<file path="config.mk">
export PLATFORM = sky130hd
export DESIGN_NAME = btn_bounce_gen_flat
export DESIGN_NICKNAME = d
export VERILOG_FILES = /design/src/rtl/btn_bounce_gen_if.sv /design/src/rtl/btn_bounce_gen.sv /design/src/flat_wrapper.sv
export SDC_FILE = /design/constraint.sdc
export NUM_CORES = 1
export LEC_CHECK = 0
export CAP_MARGIN = 30
export CELL_PAD_IN_SITES_DETAIL_PLACEMENT = 0
export CELL_PAD_IN_SITES_GLOBAL_PLACEMENT = 1
export CORE_MARGIN = 2
export CORE_UTILIZATION = 48
export CTS_CLUSTER_DIAMETER = 50
export DETAILED_ROUTE_END_ITERATION = 10
export PLACE_DENSITY = 0.8
export SLEW_MARGIN = 5
export SYNTH_ARGS = -nofsm -noshare
export SYNTH_HDL_FRONTEND = slang
export SYNTH_SLANG_ARGS = --single-unit
</file>
<file path="constraint.sdc">
create_clock -name clk -period 1.73 [get_ports clk]
set_input_delay 0.173 -clock clk [delete_from_list [all_inputs] [get_ports clk]]
set_output_delay 0.173 -clock clk [all_outputs]
set_load 0.01 [all_outputs]
</file>
<file path="src/rtl/btn_bounce_gen_if.sv">
// Button-emulator bundle: logical request in, emulated active-low button and status out.
interface btn_bounce_gen_if;
  logic req;
  logic nbtn;
  logic busy;
  logic done;

  modport master (output req, input nbtn, input busy, input done);
  modport slave  (input req, output nbtn, output busy, output done);
endinterface

</file>
<file path="src/rtl/btn_bounce_gen.sv">
// Bouncy-button emulator: turns a clean req level into an active-low, contact-bounce
// shaped nbtn waveform whose edge spacing comes from a seeded 16-bit Galois LFSR.
module btn_bounce_gen #(
  parameter int          NUM_BOUNCES   = 20,
  parameter int          GAP_BITS      = 2,
  parameter int          SETTLE_CYCLES = 16,
  parameter logic [15:0] SEED          = 16'hACE1
) (
  input  logic             clk,
  input  logic             nrst,
  btn_bounce_gen_if.slave  bus
);

  localparam int TW = $clog2(2 * NUM_BOUNCES + 2);
  localparam int GW = GAP_BITS + 1;
  localparam int SW = $clog2(SETTLE_CYCLES + 1);

  localparam logic [15:0]   SEED_EFF    = (SEED == 16'h0000) ? 16'h0001 : SEED;
  localparam logic [15:0]   GAP_MASK    = 16'((32'd1 << GAP_BITS) - 32'd1);
  localparam logic [TW-1:0] LAST_TOG    = TW'(2 * NUM_BOUNCES);
  localparam logic [SW-1:0] SETTLE_INIT = SW'(SETTLE_CYCLES);

  typedef enum logic [1:0] {S_IDLE, S_BOUNCE, S_SETTLE} state_t;

  state_t        r_state,      w_state_nxt;
  logic          r_level,      w_level_nxt;
  logic          r_busy,       w_busy_nxt;
  logic          r_done,       w_done_nxt;
  logic [15:0]   r_lfsr,       w_lfsr_nxt;
  logic [TW-1:0] r_tog_cnt,    w_tog_nxt;
  logic [GW-1:0] r_gap_cnt,    w_gap_nxt;
  logic [SW-1:0] r_settle_cnt, w_settle_nxt;
  logic [15:0]   w_lfsr_adv;

  // Gap in cycles until the next toggle: low GAP_BITS of the LFSR plus one.
  function automatic logic [GW-1:0] gap_of(input logic [15:0] l);
    return GW'(l & GAP_MASK) + GW'(1);
  endfunction

  assign w_lfsr_adv = {1'b0, r_lfsr[15:1]} ^ (r_lfsr[0] ? 16'hB400 : 16'h0000);

  always_comb begin
    // NOTE: every output of this block gets a default first, so no path can infer a latch.
    w_state_nxt  = r_state;
    w_level_nxt  = r_level;
    w_busy_nxt   = r_busy;
    w_done_nxt   = 1'b0;
    w_lfsr_nxt   = r_lfsr;
    w_tog_nxt    = r_tog_cnt;
    w_gap_nxt    = r_gap_cnt;
    w_settle_nxt = r_settle_cnt;

    unique case (r_state)
      S_IDLE: begin
        w_busy_nxt = 1'b0;
        if (bus.req != r_level) begin
          w_tog_nxt   = '0;
          w_gap_nxt   = gap_of(r_lfsr);
          w_busy_nxt  = 1'b1;
          w_state_nxt = S_BOUNCE;
        end
      end

      S_BOUNCE: begin
        if (r_gap_cnt == GW'(1)) begin
          // The first toggle lands on the target; later ones alternate away and back.
          w_level_nxt = ~r_level;
          w_tog_nxt   = r_tog_cnt + TW'(1);
          w_lfsr_nxt  = w_lfsr_adv;
          w_gap_nxt   = gap_of(w_lfsr_adv);
          if (r_tog_cnt == LAST_TOG) begin
            w_settle_nxt = SETTLE_INIT;
            w_state_nxt  = S_SETTLE;
          end
        end else begin
          w_gap_nxt = r_gap_cnt - GW'(1);
        end
      end

      S_SETTLE: begin
        if (r_settle_cnt == SW'(1)) begin
          w_done_nxt  = 1'b1;
          w_busy_nxt  = 1'b0;
          w_state_nxt = S_IDLE;
        end else begin
          w_settle_nxt = r_settle_cnt - SW'(1);
        end
      end

      default: w_state_nxt = S_IDLE;
    endcase
  end

  // NOTE: state is updated with non-blocking assignments so every register sees pre-edge values.
  always_ff @(posedge clk or negedge nrst) begin
    if (!nrst) begin
      r_state      <= S_IDLE;
      r_level      <= 1'b0;
      r_busy       <= 1'b0;
      r_done       <= 1'b0;
      r_lfsr       <= SEED_EFF;
      r_tog_cnt    <= '0;
      r_gap_cnt    <= '0;
      r_settle_cnt <= '0;
    end else begin
      r_state      <= w_state_nxt;
      r_level      <= w_level_nxt;
      r_busy       <= w_busy_nxt;
      r_done       <= w_done_nxt;
      r_lfsr       <= w_lfsr_nxt;
      r_tog_cnt    <= w_tog_nxt;
      r_gap_cnt    <= w_gap_nxt;
      r_settle_cnt <= w_settle_nxt;
    end
  end

  assign bus.nbtn = ~r_level;
  assign bus.busy = r_busy;
  assign bus.done = r_done;

endmodule

</file>
<file path="src/flat_wrapper.sv">
// flat-port wrapper written by rule: the top's interface ports become plain ports
module btn_bounce_gen_flat 
#(
  parameter int          NUM_BOUNCES   = 20,
  parameter int          GAP_BITS      = 2,
  parameter int          SETTLE_CYCLES = 16,
  parameter logic [15:0] SEED          = 16'hACE1
)
  (clk, nrst, bus_req, bus_nbtn, bus_busy, bus_done);
  btn_bounce_gen_if bus_i ();
  input  logic clk;
  input  logic nrst;
  input wire logic [$bits(bus_i.req)-1:0] bus_req;
  output wire logic [$bits(bus_i.nbtn)-1:0] bus_nbtn;
  output wire logic [$bits(bus_i.busy)-1:0] bus_busy;
  output wire logic [$bits(bus_i.done)-1:0] bus_done;
  assign bus_i.req = bus_req;
  assign bus_nbtn = bus_i.nbtn;
  assign bus_busy = bus_i.busy;
  assign bus_done = bus_i.done;
  btn_bounce_gen #(.NUM_BOUNCES(NUM_BOUNCES), .GAP_BITS(GAP_BITS), .SETTLE_CYCLES(SETTLE_CYCLES), .SEED(SEED)) u_core (.clk(clk), .nrst(nrst), .bus(bus_i));
endmodule
</file>
==> results of run 1 <==
layout make-up:
cell class              instances  area (um^2)
inverters                       8         30.0
repair buffers                 15          138
flip-flops and latches         35          886
clock inverters                 2         60.1
well taps                      46         57.6
fillers                       282         1390
clock buffers                   6         41.3
multi-input cells             108          786
sequential cells by signal, summed over array words and instances (netlist names):
signal and count:
u_core.bus.busy 1, u_core.r_settle_cnt 5, u_core.r_lfsr 16, u_core.r_state 2, u_core.bus.done 1, u_core.r_gap_cnt 3, u_core.r_level 1, u_core.r_tog_cnt 6
worst max path at each step:
stage,to,slack (ps),cells past startpoint
2_1_floorplan,u_core.bus.busy$_DFFE_PN0P_,210,5
5_1_grt,u_core.r_settle_cnt[1]$_DFFE_PN0P_,-9,7
6_report,u_core.bus.busy$_DFFE_PN0P_,120,5
3_5_place_dp,u_core.r_tog_cnt[5]$_DFFE_PN0P_,-120,5
4_1_cts,u_core.r_settle_cnt[1]$_DFFE_PN0P_,3,6
3_3_place_gp,u_core.r_gap_cnt[2]$_DFFE_PN0P_,-40,5
kinds of logic (layout without fill, tap and decap cells):
logic type	Yosys count	count (layout)	share of synthesized area
flip-flops	35	35	0.512
buffers and inverters	15	31	0.0376
AO/OA/AOI/OAI	30	30	0.111
multiplexers	17	17	0.109
adder cells (fa/ha/maj)	8	8	0.0579
XOR/XNOR	5	5	0.0253
AND/OR/NAND/NOR	48	48	0.146
power breakdown:
group	internal, mW	switching, mW	total (mW)
clock network	0.451	0.270	0.721
logic	0.696	0.533	1.23
registers	1.20	0.255	1.46
total	2.35	1.06	3.41
routing by layer:
metal | up-vias | track usage | wire, um
li1 | 589 | - | -
met1 | 588 | 0.209 | 1340
met4 | 0 | 0.0897 | 68
met3 | 8 | 0.0440 | 121
met2 | 18 | 0.310 | 1540
met5 | - | 0 | 0
timing repair:
item	CTS	global route
hold endpoints to repair	0	0
resized for setup	1	2
setup buffers	0	1
setup endpoints to repair	3	12
pin swaps	0	1
hold buffers	0	0
critical path, stage by stage (launching register included):
cell	delay [ps]
dfrtp_1	400
inv_1	80
ha_1	140
or4b_4	480
a21o_1	190
a22o_1	220
placed cells by master, fill, tap and decap left out, drive strengths merged, types with 3 or more instances in the layout:
cell,instances
a21oi,7
a22o,3
buf,10
clkbuf,6
clkdlybuf4s50,5
dfrtp,27
dfstp,8
ha,8
inv,8
mux2,15
nand2,11
nand2b,4
nand3,7
nand4,3
nor2,10
nor2b,3
o21ai,8
o311ai,3
xnor2,4
stage by stage:
step | total power, mW | hold slack, ps
6_report | 3.41 | 217
5_1_grt | 3.68 | 267
4_1_cts | 3.45 | 218
3_5_place_dp | 2.70 | 470
3_3_place_gp | 2.62 | 470
2_1_floorplan | 2.31 | -123
cells in the mapped netlist (3+ instances only):
cell type | number | area share
a21oi_1 | 7 | 0.020
o311ai_0 | 3 | 0.015
dfstp_2 | 8 | 0.12
nand4_1 | 3 | 0.011
inv_1 | 8 | 0.017
mux2_2 | 15 | 0.098
dfrtp_1 | 27 | 0.39
a22o_1 | 3 | 0.015
nor2b_1 | 3 | 0.011
nand3_1 | 7 | 0.020
buf_2 | 4 | 0.012
xnor2_1 | 4 | 0.020
nand2_1 | 11 | 0.024
nor2_1 | 10 | 0.022
nand2b_1 | 4 | 0.014
ha_1 | 8 | 0.058
o21ai_0 | 8 | 0.023
==> run summary, run 1 <==
Final min period: 1610 ps
Final Cell Area: 0.00200 mm^2
Synth Warn #: 0
Final nets: 184
setup_tns: 0 ps
final setup margin: 116 ps
R2R Setup Slk: 120 ps
first-pass GRT wire length: 5590 um
CTS tree: done
Total Die Area: 0.00410 mm^2
total CTS buffers: 5
number of H-tree levels: 2
Max Fclk: 0.619 GHz
max-slew violations: 0
Post-DP Area: 0.00188 mm^2
clk buf depth: 2
area growth from synthesis to layout: 15.6%
post-layout util: 0.590
Static Leak: 0.863 nW
outcome: complete, no violations
Slew @ Worst Pin: 515 ps
hpwl dp: 2150 um
Synth Instances: 158
total grt overflow: 0
Iter 0 DRT Violations: 105
pre-CTS WS: -117 ps
Critical Path RT: 1970 ps
drt total wl: 3060 um
worst skew pair latency: 340 ps
CTS Sinks: 35
final setup fails: 0
antenna viol nets, final: 0
Residual DRC: 0
antenna diode count: 0
share of cells above drive strength 1: 0.253
worst r2r path cells: 5
EDFF count, synth: 0
Worst EP arrival: 1860 ps
Fin Clk Skew: 8.76 ps
DIE WIDTH: 64.0 um
vias per cell: 5.47
Setup CP Type: reg -> reg
CTS root buffer: clkbuf_4
number of core rows: 21
Worst R2R End: u_core.bus.busy$_DFFE_PN0P_
Startpoint Class: flip-flop
Core ar.: 0.00339 mm^2
Global Route Usage Sum: 0.180
detailed-route via count: 1203
Mapped Nets: 169
Synth Flop Type: dfrtp_1
Post-Syn Area: 0.00173 mm^2
Pwr Density: 1710 mW/mm^2
Avg Inst Size Synth: 10.9 um^2
crit path launch: u_core.r_settle_cnt[1]$_DFFE_PN0P_
WL per Instance: 13.9 um
Finished Layout Cells: 220
GPL Wtd Cong: 0.745
async set or reset register ratio after synthesis: 1.00
VDD IR max: 0.000817 V
max_cap viols: 0
post-synthesis sequential element count: 35
Unique masters post-synth: 35
Starting Density: 0.510
CTS clk-pin slew, worst paths: 110 ps
drt first pass iters: 4
slew margin rel.: 0.657
final hold violation count: 0
RR Startpoint: u_core.r_settle_cnt[1]$_DFFE_PN0P_
worst min path class: in -> async
CP max FO: 4
IO Pins: 6
sequential-to-total area share from yosys stat: 0.512
Final Cycle Share: 0.933
count of input and output buffers: 5
initial antenna violation count: 0
Setup crit end kind: flip-flop
Die Span Y: 64.0 um
largest net degree at the start of global routing: 36
placed cells: 211
vias in the first global route: 1246
(Power assumes the default switching activity.)
==> inputs of run 2 (changes only) <==
Settings changed: REMOVE_ABC_BUFFERS set to 1.
==> run 2 against run 1 <==
  * Via count fell by 1.1%
  * Sequential share of layout area rose by 0.56 points
  * Setup slack got worse by 11 ps
  * Total power fell by 6.8%
  * Combinational power barely moved
  * Worst hold slack improved by 5.9 ps
  * Global-route usage fell by 0.77 points
  * Final area fell by 1.3%
  * Register-to-register slack barely moved
  * Critical path depth did not move
  * Maximum frequency fell by 0.71%
==> run summary, run 2 (synthesis gave the netlist of run 1 again) <==
outcome: complete, no violations (unchanged)
Setup CP Type: reg -> reg (unchanged)
Max Fclk: 0.615 GHz (was 0.619 GHz)
unrepaired setup endpoints after global routing: false
count of input and output buffers: 5 (unchanged)
area growth from synthesis to layout: 14.1% (was 15.6%)
Critical Path RT: 1970 ps (about the same)
hpwl dp: 2030 um (was 2150 um)
crit path launch: u_core.r_settle_cnt[1]$_DFFE_PN0P_ (unchanged)
CTS tree: done (unchanged)
Final min period: 1630 ps (was 1610 ps)
Residual DRC: 0 (unchanged)
hold_buf cts: 0 (unchanged)
Final Cycle Share: 0.940 (was 0.933)
IO Pins: 6 (unchanged)
first-pass GRT wire length: 5460 um (was 5590 um)
worst min path class: in -> async (unchanged)
Total Die Area: 0.00410 mm^2 (unchanged)
share of cells above drive strength 1: 0.269 (was 0.253)
Hold Slack: 223 ps (was 217 ps)
clk buf depth: 2 (unchanged)
Global Route Usage Sum: 0.173 (was 0.180)
RR Startpoint: u_core.r_settle_cnt[1]$_DFFE_PN0P_ (unchanged)
CTS clk-pin slew, worst paths: 100 ps (was 110 ps)
slew margin rel.: 0.640 (was 0.657)
vias in the first global route: 1228 (was 1246)
number of core rows: 21 (unchanged)
largest registers: u_core.r_lfsr x16, u_core.r_tog_cnt x6, u_core.r_settle_cnt x5 (unchanged)
GPL Wtd Cong: 0.792 (was 0.745)
Final nets: 185 (was 184)
Static Leak: 0.850 nW (was 0.863 nW)
commonest non-fill, non-tap cells in the layout: dfrtp_1 (27), mux2_2 (15), nand2_1 (11), buf_4 (10), nor2_1 (9) (was dfrtp_1 (27), mux2_2 (15), nand2_1 (11), nor2_1 (10), buf_4 (9))
cells along the critical path: inv_1 -> ha_1 -> or4b_4 -> a21o_1 -> a22o_1 (unchanged)
antenna diode count: 0 (unchanged)
Pwr Density: 1610 mW/mm^2 (was 1710 mW/mm^2)
max incr delay on CP: 490 ps (was 480 ps)
final setup fails: 0 (unchanged)
total grt overflow: 0 (unchanged)
Slew @ Worst Pin: 540 ps (was 515 ps)
Worst EP arrival: 1860 ps (about the same)
max-slew violations: 0 (unchanged)
worst skew pair latency: 340 ps (about the same)
most common cell after layout, fill and taps aside: dfrtp_1 (unchanged)
initial antenna violation count: 0 (unchanged)
Fin Clk Skew: 3.63 ps (was 8.76 ps)
DIE WIDTH: 64.0 um (unchanged)
vias per cell: 5.38 (was 5.47)
number of H-tree levels: 2 (unchanged)
largest register by flop count: u_core.r_lfsr (unchanged)
Final Cell Area: 0.00197 mm^2 (was 0.00200 mm^2)
Startpoint Class: flip-flop (unchanged)
antenna viol nets, final: 0 (unchanged)
Setup crit end kind: flip-flop (unchanged)
WL per Instance: 13.6 um (was 13.9 um)
VDD IR max: 0.000981 V (was 0.000817 V)
CTS Sinks: 35 (unchanged)
crit path buf inv count: 1 (unchanged)
Iter 0 DRT Violations: 49 (was 105)
detailed-route via count: 1190 (was 1203)
Starting Density: 0.510 (unchanged)
CP delay by family, top: simple AND/OR/NAND/NOR gates (unchanged)
Die Span Y: 64.0 um (unchanged)
CP max FO: 4 (unchanged)
max_cap viols: 0 (unchanged)
final hold violation count: 0 (unchanged)
Slowest-stage cell, CP: or4b_4 (unchanged)
drt first pass iters: 4 (unchanged)
total CTS buffers: 5 (unchanged)
Post-DP Area: 0.00189 mm^2 (was 0.00188 mm^2)
drt total wl: 3000 um (was 3060 um)
Core ar.: 0.00339 mm^2 (unchanged)
Largest register FFs: 16 (unchanged)
largest net degree at the start of global routing: 36 (unchanged)
CTS root buffer: clkbuf_4 (unchanged)
## run 2: changes by cell type in the layout (fill, tap and decap cells not counted), sizes merged
cell    previous run  this run
bufinv             2         0
buf               10        11
clkbuf             6         7
clkinv             0         1
## run 2: timing repair
| item | 4_1_cts | 5_1_grt |
|---|---|---|
| endpoints found under the setup margin | 4 | 17 |
| gates cloned | 0 | 0 |
| hold endpoints to repair | 0 | 0 |
| resized for setup | 2 | 3 |
| pin swaps | 0 | 1 |
| setup buffers | 0 | 1 |
## run 2: final timing paths
path                                                    to  slack (ps)  depth (start not counted)
setup / recovery               u_core.bus.busy$_DFFE_PN0P_         100                          5
hold / removal             u_core.r_gap_cnt[2]$_DFFE_PN0P_         220                          2
setup reg to reg               u_core.bus.busy$_DFFE_PN0P_         100                          5
hold reg to reg              u_core.r_lfsr[10]$_DFFE_PN1P_         510                          2
max in group asynchronous     u_core.r_lfsr[5]$_DFFE_PN1P_        1170                          2
min in group clk             u_core.r_lfsr[10]$_DFFE_PN1P_         510                          2
## run 2: per-stage QoR
step	std cells	worst slack [ps]	power, mW	util	setup TNS [ps]
3_5_place_dp	212	-175	2.71	0.557	-1180
5_1_grt	221	7.06	3.43	0.582	0
2_1_floorplan	151	-324	2.28	-	-4240
6_report	221	104	3.17	0.582	0
3_3_place_gp	212	-75.0	2.63	0.557	-428
4_1_cts	220	14.4	3.19	0.576	0
## run 2: area by class of cell
cell class	instances	area, um^2
fillers	288	1420
repair buffers	16	145
clock inverters	1	5.00
flip-flops and latches	35	886
well taps	46	57.6
clock buffers	7	55.1
multi-input cells	108	795
inverters	8	30.0
## run 2: where the power goes
part,switching (mW),internal [mW],total [mW]
sequential,0.248,1.20,1.45
clock,0.274,0.197,0.471
combinational,0.533,0.719,1.25
total,1.06,2.12,3.17
## run 2: per-layer routing
| metal | global-route usage | vias up | wire length, um | part of all wire |
|---|---|---|---|---|
| met5 | 0 | - | 0 | 0 |
| met4 | 0.0679 | 0 | 51 | 0.017 |
| met3 | 0.0546 | 6 | 98 | 0.033 |
| met2 | 0.288 | 15 | 1430 | 0.48 |
| li1 | - | 589 | - | - |
| met1 | 0.207 | 580 | 1420 | 0.47 |
## run 2: worst register-to-register path: stages, from the launching register on
cell     delay [ps]
dfrtp_1         400
inv_1            80
ha_1            140
or4b_4          490
a21o_1          190
a22o_1          220
==> inputs of run 3 (changes only) <==
Settings changed: CORE_MARGIN 2 to 8.
==> run 3 against run 2 <==
  * Combinational power about the same
  * Final cell count up 1.4%
  * Total power up 4.1%
  * Critical endpoint is now u_core.r_lfsr[3]$_DFFE_PN0P_
  * Clock power up 30%
  * Sequential power about the same
  * Clock-buffer cell count down 1
  * Critical path type unchanged
==> run summary, run 3 (synthesis gave the netlist of run 1 again) <==
outcome: complete, no violations (unchanged)
unrepaired setup endpoints after global routing: false (unchanged)
post-layout util: 0.565 (was 0.582)
antenna viol nets, final: 0 (unchanged)
Global Route Usage Sum: 0.115 (was 0.173)
final hold violation count: 0 (unchanged)
# fillers: 305 (was 288)
vias in the first global route: 1221 (was 1228)
Startpoint Class: flip-flop (unchanged)
count of input and output buffers: 5 (unchanged)
setup_tns: 0 ps (unchanged)
area growth from synthesis to layout: 16.0% (was 14.1%)
R2R Setup Slk: 120 ps (was 100 ps)
initial antenna violation count: 0 (unchanged)
crit path buf inv count: 2 (was 1)
Power, Total: 3.31 mW (was 3.17 mW)
drt total wl: 3100 um (was 3000 um)
max-slew violations: 0 (unchanged)
worst r2r path cells: 6 (was 5)
cells along the critical path: inv_1 -> ha_1 -> nand2b_1 -> nor2_2 -> buf_12 -> mux2_2 (was inv_1 -> ha_1 -> or4b_4 -> a21o_1 -> a22o_1)
CTS tree: done (unchanged)
Final Cycle Share: 0.930 (was 0.940)
RR Startpoint: u_core.r_gap_cnt[1]$_DFFE_PN0P_ (was u_core.r_settle_cnt[1]$_DFFE_PN0P_)
CTS root buffer: clkbuf_4 (unchanged)
Core ar.: 0.00355 mm^2 (was 0.00339 mm^2)
Static Leak: 0.865 nW (was 0.850 nW)
largest register by flop count: u_core.r_lfsr (unchanged)
worst min path class: in -> async (unchanged)
antenna diode count: 0 (unchanged)
DIE WIDTH: 76.0 um (was 64.0 um)
Die Span Y: 76.0 um (was 64.0 um)
hpwl dp: 2100 um (was 2030 um)
GPL Wtd Cong: 0.794 (was 0.792)
Slew @ Worst Pin: 437 ps (was 540 ps)
WL per Instance: 13.9 um (was 13.6 um)
Final min period: 1610 ps (was 1630 ps)
VDD IR max: 0.000814 V (was 0.000981 V)
Pwr Density: 1650 mW/mm^2 (was 1610 mW/mm^2)
Final nets: 186 (was 185)
final setup fails: 0 (unchanged)
total CTS buffers: 5 (unchanged)
Setup CP Type: reg -> reg (unchanged)
final setup margin: 121 ps (was 104 ps)
Worst R2R End: u_core.r_lfsr[3]$_DFFE_PN0P_ (was u_core.bus.busy$_DFFE_PN0P_)
max_cap viols: 0 (unchanged)
Max Fclk: 0.622 GHz (was 0.615 GHz)
Setup crit end kind: flip-flop (unchanged)
Starting Density: 0.487 (was 0.510)
most common cell after layout, fill and taps aside: dfrtp_1 (unchanged)
Largest register FFs: 16 (unchanged)
drt first pass iters: 4 (unchanged)
Worst EP arrival: 1830 ps (was 1860 ps)
largest net degree at the start of global routing: 36 (unchanged)
commonest non-fill, non-tap cells in the layout: dfrtp_1 (27), mux2_2 (15), nand2_1 (11), buf_4 (11), nor2_1 (9) (was dfrtp_1 (27), mux2_2 (15), nand2_1 (11), buf_4 (10), nor2_1 (9))
CP delay by family, top: flip-flops (was simple AND/OR/NAND/NOR gates)
first-pass GRT wire length: 5560 um (was 5460 um)
Fin Clk Skew: 18.1 ps (was 3.63 ps)
CP max FO: 19 (was 4)
cell depth of the worst setup path: 6 (was 5)
Total Die Area: 0.00578 mm^2 (was 0.00410 mm^2)
Final Cell Area: 0.00201 mm^2 (was 0.00197 mm^2)
vias per cell: 5.43 (was 5.38)
Slowest-stage cell, CP: dfrtp_1 (was or4b_4)
pre-CTS WS: 35.1 ps (was -175 ps)
CTS clk-pin slew, worst paths: 120 ps (was 100 ps)
number of H-tree levels: 2 (unchanged)
CTS Sinks: 35 (unchanged)
Post-DP Area: 0.00190 mm^2 (was 0.00189 mm^2)
Multi-input gate area: 791 um^2 (was 795 um^2)
worst skew pair latency: 340 ps (about the same)
Critical Path RT: 1950 ps (was 1970 ps)
largest registers: u_core.r_lfsr x16, u_core.r_tog_cnt x6, u_core.r_settle_cnt x5 (unchanged)
clk buf depth: 2 (unchanged)
slew margin rel.: 0.709 (was 0.640)
FF+latch area: 886 um^2 (unchanged)
max incr delay on CP: 390 ps (was 490 ps)
detailed-route via count: 1217 (was 1190)
IO Pins: 6 (unchanged)
Iter 0 DRT Violations: 24 (was 49)
number of core rows: 22 (was 21)
share of cells above drive strength 1: 0.273 (was 0.269)
Residual DRC: 0 (unchanged)
total grt overflow: 0 (unchanged)
[run 3: layout make-up]
cell class | count | area share
Clock buffer | 6 | 0.0256
Timing Repair Buffer | 17 | 0.0761
Multi-Input combinational cell | 108 | 0.394
Sequential cell | 35 | 0.442
Inverter | 8 | 0.0150
Tap cell | 48 | 0.0299
Clock inverter | 2 | 0.0175
[run 3: timing repair]
| item | 4_1_cts | 5_1_grt |
|---|---|---|
| setup buffers | 0 | 1 |
| endpoints found under the setup margin | 0 | 24 |
| hold buffers | 0 | 0 |
| gates resized for setup | 0 | 4 |
[run 3: worst register-to-register path, stage by stage, from the launching register on]
cell      delay (ps)
dfrtp_1          390
inv_1             80
ha_1             220
nand2b_1         120
nor2_2           180
buf_12           180
mux2_2           340
[run 3: stage by stage]
stage / hold slack (ps) / cells
3_5_place_dp: 480 / 215
5_1_grt: 271 / 224
6_report: 234 / 224
4_1_cts: 245 / 223
2_1_floorplan: -123 / 151
3_3_place_gp: 465 / 215
[run 3: worst max-delay path by stage]
stage	to	slack [ps]	startpoint
floorplan	u_core.r_lfsr[14]$_DFFE_PN0P_	-320	u_core.r_state[0]$_DFFE_PN0P_
global placement	u_core.r_settle_cnt[3]$_DFFE_PN0P_	110	u_core.r_tog_cnt[1]$_DFFE_PN0P_
finish	u_core.r_lfsr[3]$_DFFE_PN0P_	120	u_core.r_gap_cnt[1]$_DFFE_PN0P_
detailed placement	u_core.r_settle_cnt[3]$_DFFE_PN0P_	40	u_core.r_gap_cnt[1]$_DFFE_PN0P_
global route	u_core.r_settle_cnt[2]$_DFFE_PN0P_	2	u_core.r_settle_cnt[1]$_DFFE_PN0P_
CTS	u_core.r_settle_cnt[3]$_DFFE_PN0P_	30	u_core.r_tog_cnt[1]$_DFFE_PN0P_
[run 3: per-layer routing]
layer,vias to the layer above,GRT usage,share of wire
met3,7,0.0318,0.036
met2,24,0.183,0.48
met5,-,0,0
met4,0,0.0627,0.020
li1,593,-,-
met1,593,0.136,0.46
[run 3: where the power goes]
part           total, mW  switching (mW)  internal (mW)
Clock              0.614           0.272          0.342
Combinational       1.24           0.535          0.710
Sequential          1.45           0.244           1.20
